## src/rtl/e203_fpu_pkg.sv

```systemverilog
// Shared FPU definitions: FSQRT front-end FSM states, canonical single-precision
// constants, fflags bit positions and the operand class one-hot bit positions.
package e203_fpu_pkg;

  typedef enum logic [1:0] {
    ST_IDLE = 2'd0,
    ST_CORE = 2'd1,
    ST_RESP = 2'd2
  } fsqrt_state_e;

  localparam logic [31:0] QNAN = 32'h7FC00000;
  localparam logic [31:0] PINF = 32'h7F800000;

  // fflags = {NV,DZ,OF,UF,NX}
  localparam int FFLAG_NV = 4;
  localparam int FFLAG_DZ = 3;
  localparam int FFLAG_OF = 2;
  localparam int FFLAG_UF = 1;
  localparam int FFLAG_NX = 0;

  // One-hot operand classes as seen by square root
  localparam int CLS_ZERO = 0;  // +/-0
  localparam int CLS_SUB  = 1;  // +/- subnormal
  localparam int CLS_INF  = 2;  // +inf only
  localparam int CLS_QNAN = 3;
  localparam int CLS_SNAN = 4;
  localparam int CLS_NEG  = 5;  // negative normal or -inf
  localparam int CLS_POSN = 6;  // positive normal
  localparam int CLS_W    = 7;

endpackage

```

## src/rtl/e203_exu_fpu_fsqrt_pre_if.sv

```systemverilog
// FSQRT pre-stage bundle: upstream operand, sqrt core issue/result, writeback.
// slave = the pre-stage itself, master = the surrounding EXU / core / bench.
interface e203_exu_fpu_fsqrt_pre_if;
  logic        i_valid;
  logic        i_ready;
  logic [31:0] i_rs1;
  logic        sqrt_i_valid;
  logic        sqrt_i_ready;
  logic [31:0] sqrt_rs1;
  logic        sqrt_o_valid;
  logic        sqrt_o_ready;
  logic [31:0] sqrt_wdat;
  logic        o_valid;
  logic        o_ready;
  logic [31:0] o_wdat;
  logic [4:0]  o_fflags;

  modport slave (
    input  i_valid, i_rs1, sqrt_i_ready, sqrt_o_valid, sqrt_wdat, o_ready,
    output i_ready, sqrt_i_valid, sqrt_rs1, sqrt_o_ready, o_valid, o_wdat, o_fflags
  );

  modport master (
    output i_valid, i_rs1, sqrt_i_ready, sqrt_o_valid, sqrt_wdat, o_ready,
    input  i_ready, sqrt_i_valid, sqrt_rs1, sqrt_o_ready, o_valid, o_wdat, o_fflags
  );
endinterface

```

## src/rtl/e203_fpu_fclass32.sv

```systemverilog
// Single-precision operand classifier for square root, one-hot class output.
// Latency: purely combinational.
// Backpressure: none (no handshake).
import e203_fpu_pkg::*;

module e203_fpu_fclass32 (
  input  logic [31:0]       x_i,
  output logic [CLS_W-1:0]  cls_o
);
  logic       sign;
  logic [7:0] expo;
  logic       man_nz;
  logic       exp_zero;
  logic       exp_ones;

  assign sign     = x_i[31];
  assign expo     = x_i[30:23];
  assign man_nz   = |x_i[22:0];
  assign exp_zero = (expo == 8'h00);
  assign exp_ones = (expo == 8'hFF);

  // Exactly one class bit is set for any 32-bit pattern
  always_comb begin
    cls_o           = '0;
    cls_o[CLS_ZERO] = exp_zero & ~man_nz;
    cls_o[CLS_SUB]  = exp_zero &  man_nz;
    cls_o[CLS_INF]  = exp_ones & ~man_nz & ~sign;
    cls_o[CLS_QNAN] = exp_ones &  man_nz &  x_i[22];
    cls_o[CLS_SNAN] = exp_ones &  man_nz & ~x_i[22];
    cls_o[CLS_NEG]  = sign & ((~exp_zero & ~exp_ones) | (exp_ones & ~man_nz));
    cls_o[CLS_POSN] = ~sign & ~exp_zero & ~exp_ones;
  end
endmodule

```

## src/rtl/e203_exu_fpu_fsqrt_pre.sv

```systemverilog
// FSQRT.S pre-stage: resolves special operands locally, forwards positive normals
// to the sqrt core. Latency: 1 cycle accept->o_valid for specials, core latency +1 otherwise.
// Backpressure: one op in flight; i_ready only in IDLE, result held in RESP until o_ready.
// Optional feature macro: E203_FSQRT_FFLAGS_EN (NV flag generation; default off, fflags tied 0).
import e203_fpu_pkg::*;

module e203_exu_fpu_fsqrt_pre (
  input  logic                        clk,
  input  logic                        rst,
  input  logic                        flush,
  e203_exu_fpu_fsqrt_pre_if.slave     bus
);
  fsqrt_state_e     state_q;
  logic [31:0]      op_q;
  logic [31:0]      res_q;
  logic [CLS_W-1:0] cls;
  logic [31:0]      spc_res;
  logic             accept;

  e203_fpu_fclass32 u_fclass (
    .x_i   (bus.i_rs1),
    .cls_o (cls)
  );

  assign accept = bus.i_valid & (state_q == ST_IDLE);

  // Special-case result for every class that bypasses the core
  always_comb begin
    spc_res = QNAN;
    case (1'b1)
      cls[CLS_ZERO], cls[CLS_SUB]: spc_res = {bus.i_rs1[31], 31'd0};
      cls[CLS_INF]:                spc_res = PINF;
      cls[CLS_QNAN], cls[CLS_SNAN], cls[CLS_NEG]: spc_res = QNAN;
      default:                     spc_res = QNAN;
    endcase
  end

`ifdef E203_FSQRT_FFLAGS_EN
  logic [4:0] flags_q;
  logic [4:0] spc_flags;

  // Invalid only for signalling NaN and negative non-zero operands
  always_comb begin
    spc_flags           = 5'd0;
    spc_flags[FFLAG_NV] = cls[CLS_SNAN] | cls[CLS_NEG];
  end
`endif

  // Control FSM with operand/result registers; flush beats every handshake
  always_ff @(posedge clk or posedge rst) begin
    if (rst) begin
      state_q <= ST_IDLE;
      op_q    <= 32'd0;
      res_q   <= 32'd0;
`ifdef E203_FSQRT_FFLAGS_EN
      flags_q <= 5'd0;
`endif
    end else if (flush) begin
      state_q <= ST_IDLE;
    end else begin
      case (state_q)
        ST_IDLE: begin
          if (accept) begin
            if (cls[CLS_POSN]) begin
              op_q    <= bus.i_rs1;
              state_q <= ST_CORE;
            end else begin
              res_q   <= spc_res;
`ifdef E203_FSQRT_FFLAGS_EN
              flags_q <= spc_flags;
`endif
              state_q <= ST_RESP;
            end
          end
        end
        ST_CORE: begin
          if (bus.sqrt_o_valid) begin
            res_q   <= bus.sqrt_wdat;
`ifdef E203_FSQRT_FFLAGS_EN
            flags_q <= 5'd0;
`endif
            state_q <= ST_RESP;
          end
        end
        ST_RESP: begin
          if (bus.o_ready) state_q <= ST_IDLE;
        end
        default: state_q <= ST_IDLE;
      endcase
    end
  end

  // Handshake outputs decode straight from the state register
  assign bus.i_ready      = (state_q == ST_IDLE);
  assign bus.sqrt_i_valid = (state_q == ST_CORE);
  assign bus.sqrt_o_ready = (state_q == ST_CORE);
  assign bus.sqrt_rs1     = op_q;
  assign bus.o_valid      = (state_q == ST_RESP);
  assign bus.o_wdat       = res_q;
`ifdef E203_FSQRT_FFLAGS_EN
  assign bus.o_fflags     = flags_q;
`else
  assign bus.o_fflags     = 5'd0;
`endif
endmodule

```

## src/flat_wrapper.sv

```systemverilog
// flat-port wrapper written by rule: the top's interface ports become plain ports
module e203_exu_fpu_fsqrt_pre_flat 
  (clk, rst, flush, bus_i_valid, bus_i_rs1, bus_sqrt_i_ready, bus_sqrt_o_valid, bus_sqrt_wdat, bus_o_ready, bus_i_ready, bus_sqrt_i_valid, bus_sqrt_rs1, bus_sqrt_o_ready, bus_o_valid, bus_o_wdat, bus_o_fflags);
  e203_exu_fpu_fsqrt_pre_if bus_i ();
  input  logic clk;
  input  logic rst;
  input  logic flush;
  input wire logic [$bits(bus_i.i_valid)-1:0] bus_i_valid;
  input wire logic [$bits(bus_i.i_rs1)-1:0] bus_i_rs1;
  input wire logic [$bits(bus_i.sqrt_i_ready)-1:0] bus_sqrt_i_ready;
  input wire logic [$bits(bus_i.sqrt_o_valid)-1:0] bus_sqrt_o_valid;
  input wire logic [$bits(bus_i.sqrt_wdat)-1:0] bus_sqrt_wdat;
  input wire logic [$bits(bus_i.o_ready)-1:0] bus_o_ready;
  output wire logic [$bits(bus_i.i_ready)-1:0] bus_i_ready;
  output wire logic [$bits(bus_i.sqrt_i_valid)-1:0] bus_sqrt_i_valid;
  output wire logic [$bits(bus_i.sqrt_rs1)-1:0] bus_sqrt_rs1;
  output wire logic [$bits(bus_i.sqrt_o_ready)-1:0] bus_sqrt_o_ready;
  output wire logic [$bits(bus_i.o_valid)-1:0] bus_o_valid;
  output wire logic [$bits(bus_i.o_wdat)-1:0] bus_o_wdat;
  output wire logic [$bits(bus_i.o_fflags)-1:0] bus_o_fflags;
  assign bus_i.i_valid = bus_i_valid;
  assign bus_i.i_rs1 = bus_i_rs1;
  assign bus_i.sqrt_i_ready = bus_sqrt_i_ready;
  assign bus_i.sqrt_o_valid = bus_sqrt_o_valid;
  assign bus_i.sqrt_wdat = bus_sqrt_wdat;
  assign bus_i.o_ready = bus_o_ready;
  assign bus_i_ready = bus_i.i_ready;
  assign bus_sqrt_i_valid = bus_i.sqrt_i_valid;
  assign bus_sqrt_rs1 = bus_i.sqrt_rs1;
  assign bus_sqrt_o_ready = bus_i.sqrt_o_ready;
  assign bus_o_valid = bus_i.o_valid;
  assign bus_o_wdat = bus_i.o_wdat;
  assign bus_o_fflags = bus_i.o_fflags;
  e203_exu_fpu_fsqrt_pre u_core (.clk(clk), .rst(rst), .flush(flush), .bus(bus_i));
endmodule
```

## config.mk

```make
export PLATFORM = sky130hd
export DESIGN_NAME = e203_exu_fpu_fsqrt_pre_flat
export DESIGN_NICKNAME = d
export VERILOG_FILES = /design/src/rtl/e203_fpu_pkg.sv /design/src/rtl/e203_exu_fpu_fsqrt_pre_if.sv /design/src/rtl/e203_fpu_fclass32.sv /design/src/rtl/e203_exu_fpu_fsqrt_pre.sv /design/src/flat_wrapper.sv
export SDC_FILE = /design/constraint.sdc
export NUM_CORES = 1
export LEC_CHECK = 0
export ABC_CLOCK_PERIOD_IN_PS = 3700
export BUFFER_PORTS_ARGS = -buffer_cell sky130_fd_sc_hd__buf_4
export CAP_MARGIN = 20
export CORE_MARGIN = 2
export CORE_UTILIZATION = 40
export DETAILED_ROUTE_END_ITERATION = 12
export MAX_ROUTING_LAYER = met4
export PLACE_DENSITY = 0.71
export SKIP_CTS_REPAIR_TIMING = 1
export SYNTH_ARGS = -nofsm -noshare
export SYNTH_HDL_FRONTEND = slang
export SYNTH_HIERARCHICAL = 1
export SYNTH_SLANG_ARGS = --single-unit
```

## constraint.sdc

```tcl
create_clock -name clk -period 3.7 [get_ports clk]
set_input_delay 0.185 -clock clk [delete_from_list [all_inputs] [get_ports clk]]
set_output_delay 0.185 -clock clk [all_outputs]
set_load 0.1 [all_outputs]
```

# Yosys cells after proc, flatten, opt, wreduce, memory -nomap -nowiden
# Cells that the tools add are included.
[word_totals]
wordCells = 44
output_inout_bits = 73
input_bits = 71
reg_bits = 66
[classes]
n_reduce_logical = 8
eq_ne = 9
n_bitwise = 12
muxes = 12
[op_table]
columns = ["op", "n"]
rows = [
  ["2-to-1 mux 32 bit", 4],
  ["case mux 32 bit (2 select lines)", 1],
  ["2-to-1 mux 23 bit", 1],
  ["OR reduction 23 bit", 1],
  ["2-to-1 mux 2 bit", 5],
  ["== test 8 bit (second input constant)", 1],
  ["zero test 8 bit", 1],
  ["bitwise AND 1 bit", 7],
  ["inequality test 3 bit (second input constant)", 2],
  ["case mux 2 bit (3 select lines)", 1],
  ["inverter 1 bit", 5],
  ["AND reduction 5 bit", 1],
  ["inequality test 2 bit (second input constant)", 2],
  ["AND reduction 4 bit", 1],
  ["inequality test 3 x 2 -> 1 bit (second input constant)", 1],
  ["AND reduction 3 bit", 1],
  ["== test 2 x 1 -> 1 bit (second input constant)", 1],
  ["== test 2 bit (second input constant)", 1],
  ["zero test 2 bit", 1],
  ["inequality test 2 x 1 -> 1 bit (second input constant)", 1],
  ["nonzero test 2 bit", 1],
  ["OR reduction 2 bit", 1],
]

# Depth between registers and ports, before layout
# Gate-level depths: netlist of run 1.
[logic_depth]
word_depth = 9
ltp_mapped = 7
depth_no_buf = 7

# Cells and area by module
# Netlist of run 1, hierarchy kept.
[modules_own_cells]
columns = ["module", "instances", "area_per_inst_um2", "seq_area_each_um2", "cells_per_inst"]
rows = [
  ["e203_exu_fpu_fsqrt_pre", 1, 2841.5, 1651.6, 219],
  ["e203_fpu_fclass32", 1, 148.9, 0.0, 23],
]

# Worst setup path before layout of run 1
# No wires, ideal clock.
[synth_timing]
path_type = "register to output"
start = "reg u_core.state_q[0]"
end = "out bus_sqrt_o_ready"
stages_incl_launch_ff = 7
required_ns = 3.515
slack_ns = 1.064
n_path_buf = 5
arrival_time_ns = 2.451
path_cell_list = "dfrtp_1 -> buf_2 -> nor2b_1 -> buf_2 -> buf_2 -> buf_1 -> buf_4"
[synth_between]
elab_chain_cells = 1
[synth_rtl]
columns = ["item", "line_no", "text"]
rows = [
  ["start, declared", "e203_exu_fpu_fsqrt_pre.sv:13", "fsqrt_state_e state_q;"],
  ["start signal, assigned", "e203_exu_fpu_fsqrt_pre.sv:52", "state_q <= ST_IDLE;"],
  ["start signal, assigned", "e203_exu_fpu_fsqrt_pre.sv:59", "state_q <= ST_IDLE;"],
  ["start signal, assigned", "e203_exu_fpu_fsqrt_pre.sv:66", "state_q <= ST_CORE;"],
  ["== test 2 x 1 -> 1 bit", "-", ""],
  ["end, declared", "flat_wrapper.sv:17", "output wire logic [$bits(bus_i.sqrt_o_ready)-1:0] bus_sqrt_o_ready;"],
]
# Every way passes these cells.

# Final worst setup path of run 1
[layout_timing]
start = "reg u_core.state_q[0]"
end = "out bus_sqrt_i_valid"
[layout_between]
elab_chain_cells = 1
[layout_rtl]
columns = ["item", "line_no", "text"]
rows = [
  ["== test 2 x 1 -> 1 bit", "e203_exu_fpu_fsqrt_pre.sv:95", "assign bus.sqrt_i_valid = (state_q == ST_CORE);"],
  ["end, declared", "flat_wrapper.sv:15", "output wire logic [$bits(bus_i.sqrt_i_valid)-1:0] bus_sqrt_i_valid;"],
]
# Every way passes these cells.

==> flow_summary.toml, run 1 <==
[cells_and_area]
regArea_sq_um = 1650
multiInputGateArea_sq_um = 1150
drive_gt1_share_pct = 53.4
num-nets-final = 449
area_delta_synth_final_pct = 42.4
stdcell_area_sq_um = 4230
n_antenna_cell = 0
fill_cells = 645

[floorplanning]
core-area_sq_um = 7210
die_area_sq_um = 8130
num_rows = 31
dieHeight_um = 90.2
start_util_pct = 41.2
die_x_um = 90.2
ioPinCount = 144

[timing]
hold_viol = 0
maxSlewViolCount = 0
post-route-period-util_pct = 65.5
final.min_clock_period_ns = 2.43
fin_setup_tns_ns = 0
setup_viol = 0
clock.fmax_mhz = 412
max_slew_margin_pct = 43.5
tightest_slew_ns = 0.846
clock-skew-final_ns = 0.00592
rsz0062_at_grt = "false"
fin_ws_ns = 1.27

[power]
internal-power_mw = 1.41
seqPwrFrac_pct = 31.8
p_sw_mw = 1.49
comb_power_share_pct = 51.2
p_clk_share_pct = 17.0
swShare_pct = 51.3
ir_drop_uv = 557
power_leakage_nw = 1.91
powerDensity_nw_per_um2 = 684

[global_routing]
grt_util_all_layers_pct = 18.1
grt.overflow.total = 0
grt_antenna_before_repair = 0
grt_pass1_wl_um = 11500
first_global_vias = 2388
grt_max_degree = 42

[clock_network]
cts-buffers-inserted = 9
cts_tree = "yes"
root_buffer = "clkbuf_8"
cts.clk_slew.worst_paths_ns = 0.07
clock_path_buffers = 2
clock-sinks = 66
h-tree-depth = 3
insertion_delay_ns = 0.33

[synthesis]
synth_area_sq_um = 2970
postSynthAreaPerCell_sq_um = 12.5
synth_cells = 238
yosysWarnings = 6

[drt]
drt_iter0_drc = 67
routed_wl_um = 6900
vias = 2241
wl_per_cell_um = 14.3
via_per_inst = 4.66
first_pass_iters = 4
drc = 0
ant_nets = 0

[place]
dp_hpwl_um = 5210
port_buffers = 137
place.gp.congestion = 0.769
placed_cell_area_sq_um = 4080
place_ws_ns = 1.02

[critical_path]
crit_path_end_kind = "primary output"
critPathKind = "flop to primary output"
crit_chain = "nor2b_2, buf_4, buf_4"
arrival_ns = 2.24
critPathLaunchType = "flop"
slowest_delay_ns = 0.73
cp_slowest_cell = "nor2b_2"
crit_fanout = 19
r2r_slack_ns = 1.46
cp_common_cell = "buf_4"
required_ns = 3.51

[worst_hold_path]
hp-class = "primary input to async pin"

[outcome]
status = "finished clean"

[flow_run]
maxCapViolations = 0
-- final cells by class --
class                      count  share of cell area, %
multi-input combinational    136                   27.2
clock buffer                  12                   3.20
timing repair buffer         142                   25.2
inverter                      23                   2.04
sequential                    66                   39.1
tap                           99                   2.93
clock inverter                 3                  0.414
-- stage by stage --
stage	power [mW]	std cells	hold slack [ns]	util [%]
6_report	2.89	481	0.0291	58.6
2_1_floorplan	2.09	242	0.323	-
3_3_place_gp	2.41	466	0.419	56.5
3_5_place_dp	2.42	466	0.424	56.5
5_1_grt	3.00	481	0.0794	58.6
4_1_cts	2.93	481	0.0577	58.6
-- power groups by stage --
stage | clock, mW | sequential (mW) | combinational, mW
2_1_floorplan | 0 | 1.86 | 0.228
3_3_place_gp | 0 | 0.929 | 1.48
3_5_place_dp | 0 | 0.933 | 1.49
4_1_cts | 0.511 | 0.923 | 1.49
5_1_grt | 0.535 | 0.940 | 1.52
6_report | 0.491 | 0.921 | 1.48
-- per-layer routing --
metal,vias to the layer above,GRT usage (%),share of wire (%)
met2,96,27.7,46
met1,1064,22.9,43
met3,8,5.95,9.4
li1,1073,-,-
met5,-,-,0
met4,0,6.15,1.3
-- final timing paths --
path                                  startpoint                      to  depth (start not counted)
hold / removal                               rst  u_core/bus.sqrt_rs1[5]                          2
setup reg to reg               u_core/state_q[0]    u_core/bus.o_wdat[2]                          4
hold reg to reg            u_core/bus.o_wdat[22]   u_core/bus.o_wdat[22]                          1
min in group clk                    bus_i_rs1[4]  u_core/bus.sqrt_rs1[4]                          2
setup / recovery               u_core/state_q[0]        bus_sqrt_i_valid                          3
max in group asynchronous                    rst   u_core/bus.o_wdat[18]                          3
-- critical path, delay by kind of cell (launching register included) --
kind                   cells  cell delay [ns]
buffers and inverters      2             0.69
DFF                        1             0.49
and+or+nand+nor            1             0.73
-- layout by cell type, fill, tap and decap left out --
cell,n
inv_2,1
buf_4,142
o41ai_1,1
mux2_2,43
or2_1,1
clkbuf_1,3
nor3b_1,1
clkinvlp_4,1
clkbuf_8,9
inv_1,22
a21o_1,2
nor2b_2,1
nor4_2,3
o21ai_0,2
nand4_1,3
dfrtp_1,66
nand3b_1,2
nor2b_1,2
or3b_1,1
conb_1,5
clkinv_2,2
mux2_1,7
a211oi_4,1
nor2_1,6
mux2i_1,22
nor3_1,1
nor4_1,5
nor4_4,1
nand2_1,26
-- state kept, by name, summed over array words and instances (netlist names) --
name / flops
u_core/bus.sqrt_rs1: 32
u_core/state_q: 2
u_core/bus.o_wdat: 32
No activity file was read; power rests on OpenSTA's default activity.
==> run 2: changes to the inputs <==
--- a/config.mk
+++ b/config.mk
@@ -5,14 +5,14 @@
 export SDC_FILE = /design/constraint.sdc
 export NUM_CORES = 1
 export LEC_CHECK = 0
-export ABC_CLOCK_PERIOD_IN_PS = 3700
+export ABC_CLOCK_PERIOD_IN_PS = 2000
 export BUFFER_PORTS_ARGS = -buffer_cell sky130_fd_sc_hd__buf_4
 export CAP_MARGIN = 20
 export CORE_MARGIN = 2
 export CORE_UTILIZATION = 40
 export DETAILED_ROUTE_END_ITERATION = 12
 export MAX_ROUTING_LAYER = met4
-export PLACE_DENSITY = 0.71
+export PLACE_DENSITY = 0.74
 export SKIP_CTS_REPAIR_TIMING = 1
 export SYNTH_ARGS = -nofsm -noshare
 export SYNTH_HDL_FRONTEND = slang
==> constraint.sdc (replaced) <==
create_clock -name clk -period 2 [get_ports clk]
set_input_delay 0.1 -clock clk [delete_from_list [all_inputs] [get_ports clk]]
set_output_delay 0.1 -clock clk [all_outputs]
set_load 0.1 [all_outputs]
==> run 2 against run 1 <==
  * Combinational power grew 89%
  * Clock-buffer cell count is the same
  * Critical path depth grew 5
  * First-iteration DRC count shrank 1.5%
  * Power grew 91%
  * Sequential power grew 85%
  * Global-route usage grew 0.29 points
  * Routed wire length grew 1.7%
  * Sequential share of layout area shrank 2.1 points
  * Utilization grew 3.4 points
  * Via count grew 3.0%
  * Critical endpoint is now u_core/bus.o_wdat[30]
==> flow_summary.toml, run 2 (synthesis gave the netlist of run 1 again) <==
[outcome]
status = "finished clean"

[floorplanning]
core-area_sq_um = 7210
num_rows = 31
ioPinCount = 144
die_x_um = 90.2
start_util_pct = 41.2
dieHeight_um = 90.2
die_area_sq_um = 8130

[clock_network]
h-tree-depth = 3
clock-sinks = 66
cts.clk_slew.worst_paths_ns = 0.07
root_buffer = "clkbuf_8"
clock_path_buffers = 2
cts_tree = "yes"
cts-buffers-inserted = 9
insertion_delay_ns = 0.33

[drt]
vias = 2308
drt_iter0_drc = 66
wl_per_cell_um = 14.0
routed_wl_um = 7020
ant_nets = 0
via_per_inst = 4.62
drc = 0
first_pass_iters = 2

[critical_path]
critPathLaunchType = "primary input"
crit_fanout = 8
slowest_delay_ns = 0.41
worst_r2r_path_depth = 4
cp-startpoint = "bus_i_rs1[23]"
worstReg2RegEnd = "u_core/bus.o_wdat[30]"
cp_slowest_cell = "nor4_1"
cp_num_buf_inv = 2
crit_family = "simple AND/OR/NAND/NOR gates"
r2r_slack_ns = 0.19
critPathKind = "primary input to flop"
crit_path_end_kind = "flop"
required_ns = 2.21
cp_common_cell = "buf_4"
arrival_ns = 2.17
worst-path-stages = 8
crit_chain = "buf_4, nor4_1, nand2_1, nor3b_1, or3b_1, a211oi_4, buf_4, mux2_2"
r2r_start = "u_core/state_q[0]"
endpoint = "u_core/bus.o_wdat[30]"

[worst_hold_path]
hp-class = "primary input to flop"

[cells_and_area]
drive_gt1_share_pct = 54.6
n_antenna_cell = 0
num-nets-final = 467
mostFrequentLayoutCell = "buf_4"
area_delta_synth_final_pct = 50.7
final_cell_mix = "buf_4, dfrtp_1, mux2_2"
fill_cells = 618
fin_util_pct = 62.0

[timing]
setup_viol = 0
clock.fmax_mhz = 511
rsz0062_at_grt = "false"
post-route-period-util_pct = 97.8
maxSlewViolCount = 0
final.min_clock_period_ns = 1.96
tightest_slew_ns = 0.499
clock-skew-final_ns = 0.00551
hold_viol = 0
fin_setup_tns_ns = 0
max_slew_margin_pct = 66.6
fin_ws_ns = 0.0432

[power]
powerDensity_nw_per_um2 = 1240
power_leakage_nw = 2.03
ir_drop_uv = 968

[global_routing]
grt.overflow.total = 0
grt_util_all_layers_pct = 18.4
grt_max_degree = 67
grt_antenna_before_repair = 0
grt_pass1_wl_um = 11700
first_global_vias = 2448

[place]
place_ws_ns = -0.246
dp_hpwl_um = 5340
place.gp.congestion = 0.795
port_buffers = 137

[flow_run]
maxCapViolations = 0
==> run 2: changes by cell type in the layout (fill, tap and decap cells not counted), sizes merged <==
cell         change
buf             +10
dlygate4sd3      +8
clkinvlp         +1
==> run 2: final cells by class <==
cell class / instances / area, sq um / area share (%)
Clock buffer: 12 / 165 / 3.69
Clock inverter: 4 / 25.0 / 0.559
Inverter: 23 / 86.3 / 1.93
Multi-Input combinational cell: 136 / 1150 / 25.7
Sequential cell: 66 / 1650 / 36.9
Tap cell: 99 / 124 / 2.77
Timing Repair Buffer: 160 / 1270 / 28.4
==> run 2: worst min path at each step <==
stage                                          to               from  slack (ns)  depth (start not counted)
after floorplan             u_core/bus.o_wdat[19]  bus_sqrt_wdat[19]        0.24                          2
after global placement      u_core/bus.o_wdat[10]                rst        0.21                          3
after detailed placement   u_core/bus.sqrt_rs1[2]                rst        0.21                          3
after CTS                  u_core/bus.sqrt_rs1[2]                rst       -0.16                          3
after global routing      u_core/bus.sqrt_rs1[18]      bus_i_rs1[18]      0.0006                          2
final                      u_core/bus.sqrt_rs1[4]       bus_i_rs1[4]        0.01                          2
==> run 2: worst reg2reg max path, delay by kind of cell (launching register included) <==
family	cells	cell delay, ns
AOI/OAI and AO/OA	1	0.26
buffers and inverters	1	0.21
DFF	1	0.44
muxes	1	0.34
and+or+nand+nor	1	0.44
==> run 2: per-layer routing <==
layer / routed length, um / part of all wire [%] / GRT usage (%)
met1: 2950 / 42 / 22.6
met2: 3480 / 50 / 28.7
met3: 495 / 7.1 / 5.70
met4: 93 / 1.3 / 7.05
met5: 0 / 0 / -
==> run 2: report_power, final <==
part,switching [mW],total [mW],internal [mW],leakage (nW)
clock,0.495,1.04,0.547,0.0944
sequential,0.132,1.70,1.57,0.805
combinational,2.17,2.80,0.629,1.13
total,2.79,5.54,2.75,2.03
==> run 2: stage by stage <==
stage	area, sq um	cells	hold WS [ns]	power [mW]
after floorplan	2990	242	0.238	3.87
after global placement	4200	476	0.206	4.49
after detailed placement	4200	476	0.206	4.53
after CTS	4390	492	-0.155	5.58
after global routing	4470	500	0.000587	5.74
final	4470	500	0.0128	5.54
